--- src/rtl/axis_tx.sv ---
// AXI-Stream byte transmitter: serialises AEROUT spike events and controller read-back words into host frames.
// Optional macro AXIS_TX_TIMESTAMP_EN adds a 16-bit push timestamp to every AER frame.
module axis_tx #(
    parameter int AER_W      = 10,
    parameter int FIFO_DEPTH = 16
) (
    input  logic             clk,
    input  logic             rst,
    output logic [7:0]       m_axis_tdata,
    output logic             m_axis_tvalid,
    input  logic             m_axis_tready,
    output logic             m_axis_tlast,
    input  logic [AER_W-1:0] AEROUT_ADDR,
    input  logic             AEROUT_REQ,
    output logic             AEROUT_ACK,
    input  logic             CTRL_RD_VALID,
    input  logic [15:0]      CTRL_RD_DATA,
    output logic             FIFO_OVERFLOW,
    output logic             RB_OVERRUN
);

    localparam int PTR_W = $clog2(FIFO_DEPTH);
`ifdef AXIS_TX_TIMESTAMP_EN
    localparam int ENT_W = AER_W + 16;
    localparam int IDX_W = 3;
    localparam int FRM_W = 32;
    localparam logic [IDX_W-1:0] AER_LAST = IDX_W'(3);
`else
    localparam int ENT_W = AER_W;
    localparam int IDX_W = 2;
    localparam int FRM_W = 24;
    localparam logic [IDX_W-1:0] AER_LAST = IDX_W'(1);
`endif
    localparam logic [IDX_W-1:0] RB_LAST  = IDX_W'(2);
    localparam logic [IDX_W-1:0] IDX_ONE  = IDX_W'(1);
    localparam logic [PTR_W:0]   PTR_ONE  = (PTR_W+1)'(1);

    typedef enum logic {IDLE, SEND} state_t;

    state_t             state;
    logic [IDX_W-1:0]   idx;
    logic [IDX_W-1:0]   last_idx;
    logic [FRM_W-1:0]   frame;
    logic [FRM_W-1:0]   aer_frame;
    logic [FRM_W-1:0]   rb_frame;

    logic [ENT_W-1:0]   mem [FIFO_DEPTH];
    logic [PTR_W:0]     wr_ptr;
    logic [PTR_W:0]     rd_ptr;
    logic [PTR_W:0]     wr_ptr_p1;
    logic [ENT_W-1:0]   push_ent;
    logic [ENT_W-1:0]   pop_ent;
    logic [9:0]         pop_addr;
    logic               full;
    logic               empty;
    logic               push;
    logic               pop;

    logic               rb_pending;
    logic [15:0]        rb_data;
    logic               load_rb;
    logic               advance;

    assign FIFO_OVERFLOW = 1'b0;

    // The read side sees the write pointer one cycle late, giving the fixed first-word latency.
    assign full  = (wr_ptr[PTR_W] != rd_ptr[PTR_W]) &&
                   (wr_ptr[PTR_W-1:0] == rd_ptr[PTR_W-1:0]);
    assign empty = (wr_ptr_p1 == rd_ptr);

    assign load_rb = (state == IDLE) && rb_pending;
    assign pop     = (state == IDLE) && !rb_pending && !empty;
    assign push    = !AEROUT_ACK && AEROUT_REQ && (!full || pop);
    assign advance = (state == SEND) && m_axis_tvalid && m_axis_tready;

    assign pop_ent  = mem[rd_ptr[PTR_W-1:0]];
    assign pop_addr = 10'(pop_ent[AER_W-1:0]);

`ifdef AXIS_TX_TIMESTAMP_EN
    logic [15:0] ts_cnt;

    always_ff @(posedge clk) begin
        if (rst) ts_cnt <= 16'd0;
        else     ts_cnt <= ts_cnt + 16'd1;
    end

    assign push_ent  = {ts_cnt, AEROUT_ADDR};
    assign aer_frame = {4'b0011, 2'b00, pop_addr[9:8], pop_addr[7:0], pop_ent[ENT_W-1 -: 16]};
    assign rb_frame  = {8'h40, rb_data, 8'h00};
`else
    assign push_ent  = AEROUT_ADDR;
    assign aer_frame = {4'b0010, 2'b00, pop_addr[9:8], pop_addr[7:0], 8'h00};
    assign rb_frame  = {8'h40, rb_data};
`endif

    // Four-phase acknowledge: ACK only rises on an accepted push, so each REQ pulse pushes once.
    always_ff @(posedge clk) begin
        if (rst)                          AEROUT_ACK <= 1'b0;
        else if (push)                    AEROUT_ACK <= 1'b1;
        else if (AEROUT_ACK && !AEROUT_REQ) AEROUT_ACK <= 1'b0;
    end

    always_ff @(posedge clk) begin
        if (rst) begin
            wr_ptr    <= '0;
            rd_ptr    <= '0;
            wr_ptr_p1 <= '0;
        end else begin
            if (push) wr_ptr <= wr_ptr + PTR_ONE;
            if (pop)  rd_ptr <= rd_ptr + PTR_ONE;
            wr_ptr_p1 <= wr_ptr;
        end
    end

    always_ff @(posedge clk) begin
        if (push) mem[wr_ptr[PTR_W-1:0]] <= push_ent;
    end

    // A new word arriving on the cycle the slot is loaded stays pending without counting as overrun.
    always_ff @(posedge clk) begin
        if (rst) begin
            rb_pending <= 1'b0;
            RB_OVERRUN <= 1'b0;
        end else if (CTRL_RD_VALID) begin
            rb_pending <= 1'b1;
            if (rb_pending && !load_rb) RB_OVERRUN <= 1'b1;
        end else if (load_rb) begin
            rb_pending <= 1'b0;
        end
    end

    always_ff @(posedge clk) begin
        if (CTRL_RD_VALID) rb_data <= CTRL_RD_DATA;
    end

    always_ff @(posedge clk) begin
        if (rst) begin
            state         <= IDLE;
            m_axis_tvalid <= 1'b0;
            idx           <= '0;
            last_idx      <= '0;
        end else begin
            case (state)
                IDLE: begin
                    if (load_rb || pop) begin
                        last_idx      <= load_rb ? RB_LAST : AER_LAST;
                        idx           <= '0;
                        m_axis_tvalid <= 1'b1;
                        state         <= SEND;
                    end
                end
                SEND: begin
                    if (advance) begin
                        if (idx == last_idx) begin
                            m_axis_tvalid <= 1'b0;
                            state         <= IDLE;
                        end else begin
                            idx <= idx + IDX_ONE;
                        end
                    end
                end
                default: state <= IDLE;
            endcase
        end
    end

    always_ff @(posedge clk) begin
        if (load_rb)      frame <= rb_frame;
        else if (pop)     frame <= aer_frame;
        else if (advance) frame <= frame << 8;
    end

    assign m_axis_tdata = m_axis_tvalid ? frame[FRM_W-1 -: 8] : 8'h00;
    assign m_axis_tlast = m_axis_tvalid && (idx == last_idx);

endmodule

--- config.mk ---
export PLATFORM = sky130hd
export DESIGN_NAME = axis_tx
export DESIGN_NICKNAME = d
export VERILOG_FILES = /design/src/rtl/axis_tx.sv
export SDC_FILE = /design/constraint.sdc
export NUM_CORES = 1
export LEC_CHECK = 0
export ABC_AREA = 1
export CAP_MARGIN = 20
export CELL_PAD_IN_SITES_DETAIL_PLACEMENT = 1
export CELL_PAD_IN_SITES_GLOBAL_PLACEMENT = 2
export CORE_UTILIZATION = 30
export DETAILED_ROUTE_END_ITERATION = 6
export PLACE_DENSITY = 0.64
export SYNTH_ARGS = -nofsm -noshare
export SYNTH_HDL_FRONTEND = slang
export SYNTH_SLANG_ARGS = --single-unit
--- constraint.sdc ---
create_clock -name clk -period 2.5 [get_ports clk]
set_input_delay 0.25 -clock clk [delete_from_list [all_inputs] [get_ports clk]]
set_output_delay 0.25 -clock clk [all_outputs]
set_load 0.005 [all_outputs]
Word-level counts from Yosys, hierarchy flattened
Memory sizes are Yosys's and may differ from the RTL's. A register that Yosys moved wholly into a read port is not among the register bits.
Index checks and enable logic that the tools add are counted.
Widths: inputs -> output; s select.
- bits in registers: 64
- latch bits: 0
- bits in writable memories: 160
- memory bits (read-only): 0
- logic and storage cells: 80
- memories kept: 1
- add/subtract/negate cells: 3
- multipliers: 0
- divide/modulo/power cells: 0
- order comparisons: 0
- equal/unequal tests: 8
- shift operators: 0
- multiplexer cells: 25
- bitwise gates (word level): 1
- reduce and logical (&&, ||, !) cells: 28
- memory list (name ; words ; width ; rd ports ; clocked after Yosys merged registers in ; write ports ; RTL line ; text):
    mem ; 16 ; 10 ; 1 ; 1 ; 1 ; 47 ; logic [ENT_W-1:0] mem [FIFO_DEPTH];
- operators with widths (cell ; number):
    $mux 23 ; 2
    $mux 16 ; 1
    $mux 1 ; 12
    $logic_and 1x1->1 ; 11
    $add 5x1->5 const B ; 2
    $mux 2 ; 4
    $mux 4 ; 2
    $mux 8 ; 1
    $logic_not 1->1 ; 6
    $ne 2x1->1 const B ; 3
    $reduce_and 3->1 ; 2
    $reduce_bool 2->1 ; 3
    $eq 5x5->1 ; 1
    $eq 4x4->1 ; 1
    $pmux 1 s2 ; 2
    $pmux 2 s2 ; 1
    $reduce_and 2->1 ; 2
    $reduce_bool 3->1 ; 1
    $add 2x1->2 const B ; 1
    $eq 2x2->1 ; 1
    $logic_or 1x1->1 ; 2
    $ne 2x2->1 const B ; 1
    $reduce_or 2->1 ; 1
    $ne 1x1->1 ; 1
    $not 1->1 ; 1

Logic depth before layout (Yosys ltp)
Gate-level depths: netlist (run 1).
- depth in word-level cells: 7
- depth in mapped cells: 11
- gate-level depth less buffers: 10

Worst setup path after synthesis (run 1)
No wires, ideal clock.
- path kind: register to register
- start: register rd_ptr[2]
- end: memory mem[10][0] (netlist bit) (enable)
- arrival time: 1.783 ns
- data required time: 2.110 ns
- slack: 0.327 ns
- stages on the path, launching flop included: 10
- cell sequence: dfxtp_1 nand2_1 nand2_1 nor2_2 nand3_2 nand2_4 nand2_4 nand2_4 buf_2 nor3_1
- word-level cells in the longest chain between the ends: 7
- ends and longest elaborated chain (item ; RTL line ; text):
    start, declared ; 49 ; logic [PTR_W:0] rd_ptr;
    start signal, assigned ; 110 ; if (pop) rd_ptr <= rd_ptr + PTR_ONE;
    $eq 5x5->1 / $eq 4x4->1 (equally long branches) ; 69, 68 ;
    $logic_not 1->1 / $logic_and 1x1->1 (equally long branches) ; 72, 67 ;
    $logic_and 1x1->1 / $logic_not 1->1 (equally long branches) ; 72, 73 ;
    $logic_or 1x1->1 (*) ; 73 ; assign push = !AEROUT_ACK && AEROUT_REQ && (!full || pop);
    $logic_and 1x1->1 (*) ; 73 ;
    $mux 1 (*) ; 116 ; if (push) mem[wr_ptr[PTR_W-1:0]] <= push_ent;
    $mux 1 (implied by the code) (*) ; 116 ;
    end, declared ; 47 ;
Every way passes the cells marked *; elsewhere a longest branch is shown, timed or not.

Final worst setup path (run 1)
- start: register rd_ptr[2]
- end: memory mem[15][6] (netlist bit) (enable)
The elaborated chain is that of the path after synthesis.

==> results of run 1 <==
==> layout make-up <==
type / count / area [sq um] / area share
Sequential cell: 228 / 6490 / 0.584
Clock inverter: 11 / 48.8 / 0.00439
Multi-Input combinational cell: 484 / 2350 / 0.211
Clock buffer: 36 / 709 / 0.0639
Tap cell: 390 / 488 / 0.0439
Timing Repair Buffer: 96 / 841 / 0.0757
Inverter: 48 / 180 / 0.0162
==> flip-flops by register name, summed over array words and instances (netlist names), 2 cells and up, named ones only <==
name,cells
wr_ptr_p1,5
rb_data,16
idx,2
rd_ptr,5
wr_ptr,5
frame,24
mem,160
last_idx,2
==> where the power goes <==
group          internal [mW]  switching, mW  leakage (nW)  total, mW
Sequential              4.40          0.121          2.05       4.52
Combinational          0.649           1.36          1.48       2.01
Clock                   1.97           1.47         0.368       3.43
==> layer usage <==
layer / vias to the layer above / share of wire
met1: 2968 / 0.45
met5: - / 0
met2: 103 / 0.48
met4: 0 / 0.020
met3: 38 / 0.048
li1: 2962 / -
==> layout by cell type (no fill, tap or decap), types with 7 or more instances in the layout <==
cell type        count
clkbuf_16           27
nand3_1             51
inv_1               42
a21oi_1             19
dfxtp_1             34
o21ai_0             80
buf_4               47
edfxtp_1           192
o211ai_1            38
xnor2_1              7
clkdlybuf4s50_1     42
nor3_1              15
clkinv_1            10
clkbuf_1             9
nor2_1             149
nand2_1             93
==> stage by stage <==
step / hold slack, ps / instance area, sq um / setup WS (ps)
2_1_floorplan: 349 / 9210 / 327
3_3_place_gp: 453 / 10300 / -68.7
3_5_place_dp: 448 / 10300 / -72.9
4_1_cts: 265 / 11100 / 37.2
5_1_grt: 264 / 11100 / 23.7
6_report: 288 / 11100 / 210
==> logic make-up (layout without fill, tap and decap cells) <==
family          after synthesis  count (layout)  synth area share
simple gates                320             320             0.145
flops                       228             228             0.704
compound gates              146             146            0.0916
other cells                   1               1          0.000407
xor+xnor                     12              12            0.0114
fa+ha+maj                     5               5           0.00679
buf+inv                      91             191            0.0406
==> worst paths after layout <==
| kind | from | end | slack [ps] | depth (start not counted) |
|---|---|---|---|---|
| max reg2reg | rd_ptr[2]$_SDFFE_PP0N_ | mem[15][6]$_DFFE_PP_ | 210 | 8 |
| min reg2reg | frame[8]$_DFFE_PP_ | frame[16]$_SDFFE_PP0P_ | 460 | 2 |
| min | CTRL_RD_DATA[5] | rb_data[5]$_DFFE_PP_ | 290 | 1 |
| max | rd_ptr[2]$_SDFFE_PP0N_ | mem[15][6]$_DFFE_PP_ | 210 | 8 |
==> worst max-delay path: stages (launching register included) <==
cell     delay (ps)
dfxtp_1         420
buf_4           150
xnor2_1          60
nand3_1          80
nor2_1           70
nand2_4          80
nand2_4         160
buf_4           210
nor2_1          670
==> impl_metrics.json, run 1 <==
{
  "outcome": "complete, no violations",
  "cts_setup_buffers": 0,
  "cts_htree_levels": 1,
  "routedWlPerCell_um": 19.4,
  "via_per_inst": 4.70,
  "fin_setup_tns_ps": 0,
  "cp-start-kind": "register",
  "fp.dieH_um": 177,
  "gr-usage-met2": 0.277,
  "setup_viol": 0,
  "synthCells": 803,
  "hold_path_class": "in -> reg",
  "synth_most_common_cell": "edfxtp_1",
  "cts_hold_buf": 0,
  "synthArstFlopShare": 0,
  "p_total_mw": 9.96,
  "grt_use_total": 0.164,
  "first_global_vias": 6436,
  "finalCritPeriodShare": 0.916,
  "period_minus_slack_ps": 2290,
  "skew_ps": 19.2,
  "grt_start_max_net_pins": 81,
  "cp_max_fo": 16,
  "final_layout_size_suffix_gt1_frac": 0.114,
  "die-width_um": 177,
  "slew_headroom": 0.407,
  "grt_pass1_wl_mm": 38.0,
  "hpwl_mm": 16.7,
  "clkLatencyLatePin_ps": 530,
  "via_count": 6071,
  "top_usage_layer": "met2",
  "numCtsBuffers": 26,
  "initial_core_util": 0.307,
  "grt-ovfl-total": 0,
  "synthFlopType": "edfxtp_1",
  "cp-end-kind": "register",
  "required_ps": 2640,
  "nets": 920,
  "nFillCells": 3235,
  "portBuffers": 42,
  "met3_usage": 0.0260,
  "ios": 44,
  "antenna_found_initial": 0,
  "hold_viol": 0,
  "synth-edff-count": 192,
  "first_iter_violations": 327,
  "crit_type": "reg -> reg",
  "drc_errors": 0,
  "grt_use_met1": 0.217,
  "synthTopCellsByCount": "edfxtp_1, nor2_1, nand2_1, o21ai_0, nand3_1",
  "area_growth_pct": 20.6,
  "diodes": 0,
  "cts.sinks": 228,
  "syn_nets": 839,
  "syn_area_per_cell_sq_um": 11.5,
  "synth_top_area_frac": 0.626,
  "cts_tree": "yes",
  "drv_slew": 0,
  "ir_drop_mv": 0.527,
  "clkTransAtPathRegs_ps": 60,
  "power_density_mw_per_mm2": 897,
  "core_sq_mm": 0.0300,
  "drt-pass1-iter-count": 5,
  "rsz0062_at_grt": "false",
  "die_area_sq_mm": 0.0314,
  "fmax_mhz": 437,
  "synth_seq_area_share": 0.704,
  "final_cells": 1293,
  "ant_nets": 0,
  "fin_util": 0.371,
  "drv_cap": 0,
  "synth_warnings": 0,
  "root_buffer": "clkbuf_16",
  "gp_congestion": 0.798,
  "dp_cells": 1244,
  "fp-row-count": 63,
  "routed_wirelength_mm": 25.0,
  "cts.path.max_buffers": 3,
  "netlist_area_sq_mm": 0.00921,
  "yosys-top-cells-area": "edfxtp_1, dfxtp_1, nor2_1, o21ai_0, nand2_1",
  "synth.largest_area_cell": "edfxtp_1",
  "critical_path_arrival_ps": 2430,
  "ys_types": 28,
  "cellLeakagePower_nw": 3.90,
  "ys_ff_latch": 228,
  "cts_resized": 0,
  "max_slew.worst_pin.slew_ps": 886
}
No activity file was read; power rests on OpenSTA's default activity.
==> inputs of run 2 (changes only) <==
--- a/config.mk
+++ b/config.mk
@@ -11,6 +11,7 @@
 export CELL_PAD_IN_SITES_GLOBAL_PLACEMENT = 2
 export CORE_UTILIZATION = 30
 export DETAILED_ROUTE_END_ITERATION = 6
+export GPL_ROUTABILITY_DRIVEN = 0
 export PLACE_DENSITY = 0.64
 export SYNTH_ARGS = -nofsm -noshare
 export SYNTH_HDL_FRONTEND = slang
==> results of run 2 <==
The final DEF is identical to that of run 1; final timing and power are the same.
